File: config.mk
export PLATFORM = sky130hd
export DESIGN_NAME = bitvec_writer_flat
export DESIGN_NICKNAME = d
export VERILOG_FILES = /design/src/rtl/bitvec_writer_if.sv /design/src/rtl/bitvec_writer.sv /design/src/flat_wrapper.sv
export SDC_FILE = /design/constraint.sdc
export NUM_CORES = 1
export LEC_CHECK = 0
export BUFFER_PORTS_ARGS = -buffer_cell sky130_fd_sc_hd__buf_2
export CORE_UTILIZATION = 58
export DETAILED_ROUTE_END_ITERATION = 12
export GPL_ROUTABILITY_DRIVEN = 1
export PLACE_DENSITY = 0.8
export SYNTH_ARGS = -nofsm -noshare
export SYNTH_HDL_FRONTEND = slang
export SYNTH_SLANG_ARGS = --single-unit
File: constraint.sdc
create_clock -name clk -period 2.66 [get_ports clk]
set_clock_uncertainty 0.2 [all_clocks]
set_input_delay 0.532 -clock clk [delete_from_list [all_inputs] [get_ports clk]]
set_output_delay 0.532 -clock clk [all_outputs]
set_load 0.1 [all_outputs]
File: src/rtl/bitvec_writer_if.sv
// Serial-bit load handshake and assembled-vector bundle for bitvec_writer.
// master drives the load controls; slave is the writer block.
interface bitvec_writer_if #(
    parameter int WIDTH = 32,
    parameter int ROW   = 8
);
    localparam int RW = (WIDTH / ROW > 1) ? $clog2(WIDTH / ROW) : 1;
    localparam int CW = $clog2(ROW);

    logic             start;
    logic             abort;
    logic             in_valid;
    logic             in_bit;
    logic             in_ready;
    logic             busy;
    logic             done;
    logic [RW-1:0]    row_idx;
    logic [CW-1:0]    col_idx;
    logic [0:WIDTH-1] vec_out;

    modport master (
        output start, abort, in_valid, in_bit,
        input  in_ready, busy, done, row_idx, col_idx, vec_out
    );

    modport slave (
        input  start, abort, in_valid, in_bit,
        output in_ready, busy, done, row_idx, col_idx, vec_out
    );
endinterface

File: src/rtl/bitvec_writer.sv
// Assembles a WIDTH-bit vector from serial bits, row by row, into a shadow
// register and commits it to vec_out only when the final bit lands.
module bitvec_writer #(
    parameter int WIDTH = 32,
    parameter int ROW   = 8
) (
    input logic           clk,
    input logic           rst_n,
    bitvec_writer_if.slave bus
);
    localparam int ROWS = WIDTH / ROW;
    localparam int RW   = (ROWS > 1) ? $clog2(ROWS) : 1;
    localparam int CW   = $clog2(ROW);
    localparam int IW   = $clog2(WIDTH) + 1;

    typedef enum logic [1:0] {
        IDLE,
        LOAD,
        DONE
    } state_t;

    state_t           state;
    state_t           state_nxt;
    logic [RW-1:0]    row_q;
    logic [CW-1:0]    col_q;
    logic [0:WIDTH-1] shadow;
    logic [0:WIDTH-1] shadow_nxt;
    logic [0:WIDTH-1] vec_q;
    logic [IW-1:0]    idx;
    logic             beat;
    logic             col_last;
    logic             last;

    assign idx      = IW'(row_q) * IW'(ROW) + IW'(col_q);
    assign col_last = (col_q == CW'(ROW - 1));
    assign last     = col_last && (row_q == RW'(ROWS - 1));
    // abort outranks a same-cycle beat, so it never counts as accepted
    assign beat     = (state == LOAD) && bus.in_valid && !bus.abort;

    always_comb begin
        shadow_nxt = shadow;
        for (int i = 0; i < WIDTH; i++) begin
            if (idx == IW'(i)) shadow_nxt[i] = bus.in_bit;
        end
    end

    always_ff @(posedge clk or negedge rst_n) begin
        if (!rst_n) state <= IDLE;
        else        state <= state_nxt;
    end

    always_comb begin
        state_nxt = state;
        unique case (state)
            IDLE:    if (bus.start) state_nxt = LOAD;
            LOAD: begin
                if (bus.abort)        state_nxt = IDLE;
                else if (beat && last) state_nxt = DONE;
            end
            DONE:    state_nxt = IDLE;
            default: state_nxt = IDLE;
        endcase
    end

    always_comb begin
        bus.in_ready = (state == LOAD);
        bus.busy     = (state == LOAD);
        bus.done     = (state == DONE);
        bus.row_idx  = row_q;
        bus.col_idx  = col_q;
        bus.vec_out  = vec_q;
    end

    always_ff @(posedge clk or negedge rst_n) begin
        if (!rst_n) begin
            row_q  <= '0;
            col_q  <= '0;
            shadow <= '0;
            vec_q  <= '0;
        end else begin
            unique case (state)
                IDLE: begin
                    if (bus.start) begin
                        row_q  <= '0;
                        col_q  <= '0;
                        shadow <= '0;
                    end
                end
                LOAD: begin
                    if (bus.abort) begin
                        row_q <= '0;
                        col_q <= '0;
                    end else if (beat) begin
                        shadow <= shadow_nxt;
                        if (last) begin
                            vec_q <= shadow_nxt;
                            row_q <= '0;
                            col_q <= '0;
                        end else if (col_last) begin
                            col_q <= '0;
                            row_q <= row_q + RW'(1);
                        end else begin
                            col_q <= col_q + CW'(1);
                        end
                    end
                end
                default: ;
            endcase
        end
    end
endmodule
File: src/flat_wrapper.sv
// flat-port wrapper written by rule: the top's interface ports become plain ports
module bitvec_writer_flat 
#(
    parameter int WIDTH = 32,
    parameter int ROW   = 8
)
  (clk, rst_n, bus_start, bus_abort, bus_in_valid, bus_in_bit, bus_in_ready, bus_busy, bus_done, bus_row_idx, bus_col_idx, bus_vec_out);
  bitvec_writer_if #(.WIDTH(WIDTH), .ROW(ROW)) bus_i ();
  input logic clk;
  input logic rst_n;
  input wire logic [$bits(bus_i.start)-1:0] bus_start;
  input wire logic [$bits(bus_i.abort)-1:0] bus_abort;
  input wire logic [$bits(bus_i.in_valid)-1:0] bus_in_valid;
  input wire logic [$bits(bus_i.in_bit)-1:0] bus_in_bit;
  output wire logic [$bits(bus_i.in_ready)-1:0] bus_in_ready;
  output wire logic [$bits(bus_i.busy)-1:0] bus_busy;
  output wire logic [$bits(bus_i.done)-1:0] bus_done;
  output wire logic [$bits(bus_i.row_idx)-1:0] bus_row_idx;
  output wire logic [$bits(bus_i.col_idx)-1:0] bus_col_idx;
  output wire logic [$bits(bus_i.vec_out)-1:0] bus_vec_out;
  assign bus_i.start = bus_start;
  assign bus_i.abort = bus_abort;
  assign bus_i.in_valid = bus_in_valid;
  assign bus_i.in_bit = bus_in_bit;
  assign bus_in_ready = bus_i.in_ready;
  assign bus_busy = bus_i.busy;
  assign bus_done = bus_i.done;
  assign bus_row_idx = bus_i.row_idx;
  assign bus_col_idx = bus_i.col_idx;
  assign bus_vec_out = bus_i.vec_out;
  bitvec_writer #(.WIDTH(WIDTH), .ROW(ROW)) u_core (.clk(clk), .rst_n(rst_n), .bus(bus_i));
endmodule
# Yosys cells after proc, flatten, opt, wreduce, memory -nomap -nowiden
# Index checks and enable logic that the tools add are counted.
# Widths: inputs -> output; s select.
# totals
register_bits	71
input_bits	6
out_inout_bits	40
# op_classes
addsub	3
eq_ne	41
n_mux	52
bitwise	1
n_reduce_logical	13
# ops
cell	n
$eq 6x5->1 const B	16
$mux 32	3
$pmux 32 s2	1
$eq 6x4->1 const B	8
$mux 1	32
$eq 6x3->1 const B	4
$mux 2	8
$mux 3	5
$eq 6x2->1 const B	2
$reduce_and 4->1	3
$pmux 2 s2	2
$add 5x3->6	1
$eq 6x1->1 const B	1
$logic_not 6->1	1
$ne 3x2->1 const B	2
$pmux 3 s2	1
$eq 2x2->1 const B	2
$logic_and 1x1->1	4
$ne 2x2->1 const B	2
$ne 4x2->1 const B	1
$add 3x1->3 const B	1
$eq 3x3->1 const B	1
$reduce_and 3->1	1
$add 2x1->2 const B	1
7 further kinds	7

# Depth between registers and ports, before layout
# Gate-level depths: netlist of run 1.
# logic_depth
depth_word	7
depth_mapped	6

# Worst setup path before layout of run 1
# Ideal clock, no wire load.
# synth_timing
kind	register -> register
start	register u_core.col_q[0] (netlist: u_core.bus.col_idx[0])
end	register u_core.vec_q, in the netlist u_core.bus.vec_out[0]
setup_time_ns	0.125
arrival_ns	2.651
path_slack_ns	-0.316
path_stages_with_launch	7
cell_sequence	dfrtp_1 ha_1 ha_1 nand3_1 nor3b_4 buf_2 mux2_2
# synth_via
elab_chain_len	3
word_cells_on_any_way	6
cone_classes	add/sub: 1; eq/ne: 1; mux: 1; reduce/logical: 3
# synth_rtl
element	line	text
start, declared	bitvec_writer.sv:25	logic [CW-1:0] col_q;
start signal, assigned	bitvec_writer.sv:103	col_q <= col_q + CW'(1);
$add 5x3->6 or $eq 3x3->1 (tied branches)	bitvec_writer.sv:34, bitvec_writer.sv:35	
$logic_not 6->1 or $logic_and 1x1->1 (tied branches)	bitvec_writer.sv:43, bitvec_writer.sv:36	
$mux 1 or $reduce_and 4->1 (tied branches)	--	
end signal, assigned	bitvec_writer.sv:96	vec_q <= shadow_nxt;
end, declared	bitvec_writer.sv:28	logic [0:WIDTH-1] vec_q;
# Parallel ways exist; a longest one is shown, timed or not.
# A chain may end at the register's enable or synchronous reset.

# Worst setup path in the final report of run 1
# layout_timing
start	register u_core.col_q[0] (netlist: u_core.bus.col_idx[0])
end	register u_core.vec_q, in the netlist u_core.bus.vec_out[18]
# layout_via
elab_chain_len	3
word_cells_on_any_way	6
cone_classes	add/sub: 1; eq/ne: 2; mux: 1; reduce/logical: 2
# layout_rtl
element	line
$add 5x3->6 or $eq 3x3->1 (tied branches)	bitvec_writer.sv:34, bitvec_writer.sv:35
$eq 6x5->1 or $logic_and 1x1->1 (tied branches)	bitvec_writer.sv:43, bitvec_writer.sv:36
$mux 1 or $reduce_and 4->1 (tied branches)	--
# Parallel ways exist; a longest one is shown, timed or not.

==> Flow_metrics.wiki, run 1 <==
{| class="wikitable"
! Metric !! Value
|-
| Buffer count from post-CTS setup fixing || 0
|-
| EDFF count, synth || 0
|-
| Final Cell Area || between 4000 and 5000 um^2
|-
| Starting DRT DRC Count || ~170
|-
| Setup TNS after final layout || 0 ps
|-
| Most instantiated flip-flop cell in the synthesis netlist || dfrtp_1
|-
| Clk_lat worst skew || approximately 340 ps
|-
| Clk Tree Root Cell || clkbuf_8
|-
| Unrepaired setup endpoints after global routing || no
|-
| Type of the tightest min-delay check || input pin to register
|-
| Hold Startpoint || bus_start
|-
| Most used cell along the critical path || ha_1
|-
| Clock period minus worst slack || ~2500 ps
|-
| Antenna fix cells || 0
|-
| Routed via count || 2851
|-
| Cells traversed along the worst timing path || ha_1 > ha_1 > nand3_1 > nor3b_4 > buf_4 > mux2_2
|-
| Number of global-route vias before repair || 2902
|-
| Number of max-cap violations || 0
|-
| Worst Path Buf+Inv || 1
|-
| Die area || approximately 7000 um^2
|-
| Antenna violations before repair || 0
|-
| Library cell occupying the most area in the post-synthesis netlist || dfrtp_1
|-
| Vertical die dimension || about 83 um
|-
| Instance area at placement || just over 4000 um^2
|-
| Remaining global-route overflow || 0
|-
| Worst endpoint data arrival time || around 2500 ps
|-
| Number of search-and-repair iterations in the first detailed-routing pass || 4
|-
| Via-per-instance ratio || roughly 6.4
|-
| DRC violation count after routing || 0
|-
| Top-count cell post-synth || dfrtp_1
|-
| Run status || completed
|-
| Netlist area before placement || about 3800 um^2
|-
| Mean routed wirelength per cell || around 19 um
|-
| Final Cycle Share || 0.942
|-
| Maximum net fanout on the critical path || 19
|-
| Maximum number of pins on one net before global-route repair || between 40 and 50
|-
| Cell variety after synth || 41
|-
| Worst path top cell family by delay || adder cells
|-
| Site row count || 29
|-
| Highest achievable clock rate || around 0.40 GHz
|-
| Share of the synthesized area in the top cell type || 0.464
|-
| Power density over the cells || around 500 nW/um^2
|-
| Area inside the core boundary || 6350 um^2
|-
| Slowest Stage Delay on Critical Path || 410 ps
|-
| Synthesized area per cell || 12.0 um^2
|-
| Peak supply drop || 0.455 mV
|-
| Number of warnings printed during yosys synthesis || 0
|-
| RR Endpoint || u_core.bus.vec_out[18]
|-
| Gr usage total || 0.255
|-
| Headroom to the max-slew limit || 0.612
|-
| Starting density of the core || 0.603
|-
| Origin of the critical flop-to-flop path || u_core.bus.col_idx[0]
|-
| Layout net count || 376
|-
| Width of the chip || 83.3 um
|-
| Clock-pin slew on the worst setup and hold paths || about 70 ps
|-
| Max Buffers Root-to-Sink || 2
|-
| Hold Violations, Final || 0
|-
| Number of port buffers || between 40 and 50
|-
| Register area share after synthesis || 0.464
|-
| Flip-flop and latch count after synthesis || 71
|-
| Final Setup Violations || 0
|-
| Syn-to-layout area delta || 13.9%
|-
| Final Wtd Congestion || 0.762
|-
| Worst reg-to-reg setup slack || 150 ps
|-
| Top cells by instance count after synthesis || dfrtp_1 (71), mux2_2 (60), nand3_1 (51)
|-
| Hold path cells || 3
|-
| Critical path launch point type || register
|-
| First-pass GRT wire length || around 14 mm
|-
| Total stage count of the critical path || 6
|-
| Crit path capture type || register
|-
| Setup CP Type || register to register
|-
| Leading post-synthesis cells by cell area || dfrtp_1 (46%), mux2_2 (18%), nand3_1 (6.7%)
|-
| LEAKAGE || a little over 2 nW
|-
| IO Pins || between 40 and 50
|-
| Post-route antenna net violation count || 0
|-
| Slew Viols, Final || 0
|-
| Nets in the synthesized netlist || 332
|-
| Synthesized instance count || between 300 and 400
|-
| Worst EP required || 2680 ps
|-
| Fraction of final layout cells with drive strength greater than 1 || 0.421
|-
| CTS buffer count || 9
|-
| TritonCTS clock tree || built
|-
| Worst min-delay path endpoint || u_core.state[0]
|-
| Sink Count || a little over 70
|-
| HPWL after detailed placement || 5.36 mm
|-
| Cell type of the slowest stage on the worst timing path || dfrtp_2
|-
| Number of H-tree levels || 3
|-
| Total detailed-routing wirelength || slightly above 8 mm
|-
| Total Power || 0.00219 W
|-
| Transition time at the pin with the least slew margin || a little under 600 ps
|-
| Depth of the worst register-to-register path || 6
|-
| Resized Gates After CTS || 0
|-
| Async set or reset register ratio after synthesis || 1.00
|}
==> layout make-up <==
class,count,area [um^2]
fillers,473,1990
multi-input cells,216,1890
flip-flops and latches,71,1780
repair buffers,63,388
clock buffers,11,151
well taps,77,96.3
clock inverters,4,45.0
inverters,3,11.3
==> placed cells by master, fill, tap and decap left out, types with 3 or more instances in the layout <==
cell type / count
buf_4: 15
nand4_1: 4
a221o_1: 7
mux2_4: 3
mux2_2: 60
nor3b_1: 7
buf_2: 45
ha_1: 6
clkbuf_8: 11
dfrtp_2: 3
o211ai_1: 26
nand3_1: 51
nand4bb_1: 7
and4bb_2: 5
clkinv_2: 3
inv_1: 3
dfrtp_1: 68
nand4b_1: 12
==> sequential cells by signal (all words and copies together) (netlist names) <==
register / cells
u_core.bus.col_idx: 3
u_core.bus.row_idx: 2
u_core.shadow: 32
u_core.bus.vec_out: 32
u_core.state: 2
==> worst reg2reg max path: cells and delay by family, from the launching register on <==
kind          cells  cell delay (ps)
mux               1              390
simple gates      2              390
fa+ha+maj         2              700
flops             1              410
buf+inv           1              290
==> how the worst max path moves through the flow <==
| stage | from | end | slack [ps] |
|---|---|---|---|
| 6_report | u_core.bus.col_idx[0] | u_core.bus.vec_out[18] | 150 |
| 3_3_place_gp | u_core.bus.col_idx[0] | u_core.bus.vec_out[12] | 330 |
| 5_1_grt | u_core.bus.col_idx[0] | u_core.bus.vec_out[20] | 40 |
| 3_5_place_dp | u_core.bus.col_idx[0] | u_core.bus.vec_out[18] | 190 |
| 2_1_floorplan | u_core.bus.col_idx[0] | u_core.bus.vec_out[0] | 5 |
| 4_1_cts | u_core.bus.col_idx[0] | u_core.bus.vec_out[18] | 180 |
==> where the power goes <==
part	leakage, nW	internal [W]	switching (W)
sequential	0.984	0.00109	0.0000111
clock	0.105	0.000474	0.000389
combinational	0.967	0.0000590	0.000165
==> layer usage <==
layer  global-route usage  wire length (um)
met5                    0                 0
met4               0.0878               138
met3               0.0398               317
met2                0.406              4060
met1                0.356              3750
==> per-stage QoR <==
| stage | util | hold slack (ps) | worst slack (ps) | cells |
|---|---|---|---|---|
| after floorplan | - | 36.4 | 5.33 | 320 |
| after global placement | 0.654 | 286 | 331 | 429 |
| after detailed placement | 0.654 | 291 | 189 | 429 |
| after CTS | 0.687 | 269 | 175 | 445 |
| after global routing | 0.687 | 308 | 38.6 | 445 |
| final | 0.687 | 280 | 154 | 445 |
==> kinds of logic after synthesis <==
| logic type | after synthesis | synth area share |
|---|---|---|
| fa+ha+maj | 6 | 0.0196 |
| mux | 64 | 0.191 |
| simple gates | 104 | 0.195 |
| flops | 71 | 0.464 |
| compound gates | 42 | 0.0876 |
| buf+inv | 33 | 0.0431 |
==> what timing repair did <==
item,4_1_cts,5_1_grt
hold buffers,1,0
setup endpoints to repair,0,0
endpoints found under the hold margin,21,0
Power figures use the tool's default switching activity.
==> run 2, diff against run 1 <==
Settings changed: CORE_ASPECT_RATIO from default to 0.9.
==> run 2 against run 1 <==
  * Global-route usage increased by 1.8 points
  * Routed wire length is 2.7% higher
  * Flip-flop and latch count stayed put
  * Register-to-register slack better by 20 ps
  * Setup slack better by 21 ps
  * First-iteration DRC count grew 59%
  * Sequential power about the same
  * Final cell count is 2.5% higher
  * Count of clock-buffer cells in the layout increased by 1
  * Hold slack lost 280 ps
  * Via count is 1.9% higher
  * Critical path type unchanged
==> Flow_metrics.wiki, run 2 (synthesis results as in run 1) <==
{| class="wikitable"
! Metric !! Value
|-
| Run status || completed
|-
| HPWL after detailed placement || 5.54 mm (+3.3%)
|-
| First-pass GRT wire length || 14.2 mm (-0.20%)
|-
| Final Cycle Share || 0.934 (-0.00788)
|-
| Starting DRT DRC Count || 267 (+59%)
|-
| Met2 Usage GRT || 0.433 (+0.0267)
|-
| Cells traversed along the worst timing path || ha_1 > ha_1 > nand3_1 > nor3b_4 > buf_4 > mux2_2
|-
| Maximum number of pins on one net before global-route repair || 35 (-26%)
|-
| Gr usage total || 0.273 (+0.0179)
|-
| Setup TNS after final layout || 0 ps (unchanged)
|-
| Number of buffers added to fix hold violations after cts || 0 (-1)
|-
| Post-route antenna net violation count || 0 (unchanged)
|-
| Peak supply drop || 0.393 mV (-14%)
|-
| Number of global-route vias before repair || 2868 (-1.2%)
|-
| Clk Tree Root Cell || clkbuf_8
|-
| Final Wtd Congestion || 0.777 (+2.0%)
|-
| GRT met3 Usage || 0.0811 (+0.0413)
|-
| Crit path capture type || register
|-
| Setup CP Type || register to register
|-
| Slowest Stage Delay on Critical Path || 410 ps (about the same)
|-
| Worst Path Buf+Inv || 1 (unchanged)
|-
| Headroom to the max-slew limit || 0.552 (-0.0592)
|-
| Power density over the cells || 476 nW/um^2 (-5.0%)
|-
| Transition time at the pin with the least slew margin || 671 ps (+88.8 ps)
|-
| Mean routed wirelength per cell || 18.6 um (+0.19%)
|-
| Clock-pin slew on the worst setup and hold paths || 70 ps (about the same)
|-
| Number of H-tree levels || 3 (unchanged)
|-
| LEAKAGE || 2.03 nW (-1.3%)
|-
| Site row count || 27 (-6.9%)
|-
| Total detailed-routing wirelength || 8.48 mm (+2.7%)
|-
| Type of the tightest min-delay check || input pin to async pin
|-
| Area inside the core boundary || 6250 um^2 (-1.6%)
|-
| Most used cell along the critical path || ha_1
|-
| GRT Max-Usage Layer || met2
|-
| Fraction of final layout cells with drive strength greater than 1 || 0.417 (-0.00385)
|-
| DRC violation count after routing || 0 (unchanged)
|-
| Instance area at placement || 4160 um^2 (+0.18%)
|-
| Layout net count || 376 (unchanged)
|-
| Total Power || 0.00206 W (-5.9%)
|-
| Met1 Usage GRT || 0.358 (+0.00185)
|-
| Max Buffers Root-to-Sink || 2 (unchanged)
|-
| Routed via count || 2904 (+1.9%)
|-
| Number of search-and-repair iterations in the first detailed-routing pass || 7 (+3)
|-
| Highest achievable clock rate || 0.402 GHz (+0.84%)
|-
| Remaining global-route overflow || 0 (unchanged)
|-
| TritonCTS clock tree || built
|-
| Slew Viols, Final || 0 (unchanged)
|-
| Antenna fix cells || 0 (unchanged)
|-
| Sink Count || 71 (unchanged)
|-
| Final Cell Area || 4320 um^2 (-0.95%)
|-
| Width of the chip || 87.7 um (+5.3%)
|-
| Final Setup Violations || 0 (unchanged)
|-
| Starting density of the core || 0.613 (+0.00966)
|-
| Most used cells in the layout excluding fill and tap cells || dfrtp_1 (68), mux2_2 (60), nand3_1 (51)
|-
| Syn-to-layout area delta || 12.8%
|-
| Worst-case hold slack || 1.87 ps (-278 ps)
|-
| Most common cell after layout, fill and taps aside || dfrtp_1
|-
| Maximum net fanout on the critical path || 19 (unchanged)
|-
| Worst EP required || 2700 ps (+20 ps)
|-
| IO Pins || 46 (unchanged)
|-
| Resized Gates After CTS || 0 (unchanged)
|-
| Number of port buffers || 45 (unchanged)
|-
| Clk_lat worst skew || 360 ps (+20 ps)
|-
| Buffer count from post-CTS setup fixing || 0 (unchanged)
|-
| Worst path top cell family by delay || adder cells
|-
| Hold Violations, Final || 0 (unchanged)
|-
| Clock period minus worst slack || 2480 ps (-21.0 ps)
|-
| Antenna violations before repair || 0 (unchanged)
|-
| CTS buffer count || 9 (unchanged)
|-
| Number of max-cap violations || 0 (unchanged)
|-
| Die area || 6930 um^2 (about the same)
|-
| Via-per-instance ratio || 6.37 (-0.60%)
|-
| Unrepaired setup endpoints after global routing || no
|-
| Worst endpoint data arrival time || 2530 ps (about the same)
|-
| Cell type of the slowest stage on the worst timing path || dfrtp_2
|-
| Vertical die dimension || 79.1 um (-5.0%)
|-
| Critical path launch point type || register
|}
[run 2: where the power goes]
group	switching, W	leakage (nW)	internal [W]
registers	0.0000113	0.984	0.00109
clock network	0.000397	0.0801	0.000334
logic	0.000168	0.964	0.0000593
total	0.000576	2.03	0.00148
[run 2: stage by stage]
stage	setup slack, ps	instances	util
2_1_floorplan	5.33	320	-
3_3_place_gp	347	440	0.666
3_5_place_dp	210	440	0.666
4_1_cts	200	456	0.691
5_1_grt	47.6	456	0.691
6_report	175	456	0.691
[run 2: area by class of cell]
type	instances	area (um^2)
flip-flops and latches	71	1780
repair buffers	63	373
well taps	87	109
inverters	3	11.3
clock inverters	4	22.5
clock buffers	12	135
fillers	456	1930
multi-input cells	216	1890
[run 2: worst reg2reg max path, stage by stage (launching register included)]
cell	delay (ps)
dfrtp_2	410
ha_1	360
ha_1	300
nand3_1	160
nor3b_4	260
buf_4	310
mux2_2	390
[run 2: path summary, 6_finish.rpt]
kind / end / from / depth (start not counted) / slack (ps)
worst max-delay path: u_core.bus.vec_out[19] / u_core.bus.col_idx[0] / 6 / 180
max in group asynchronous: u_core.shadow[4] / rst_n / 2 / 1630
worst min-delay path: u_core.bus.vec_out[2] / rst_n / 1 / 2
min in group clk: u_core.state[0] / bus_start / 3 / 240
worst min register to register: u_core.bus.vec_out[8] / u_core.bus.vec_out[8] / 1 / 300
worst max register to register: u_core.bus.vec_out[19] / u_core.bus.col_idx[0] / 6 / 180
[run 2: routing by layer]
metal	routed length, um	up-vias
li1	-	1313
met1	3780	1457
met2	4160	124
met3	457	10
met4	80	0
met5	0	-
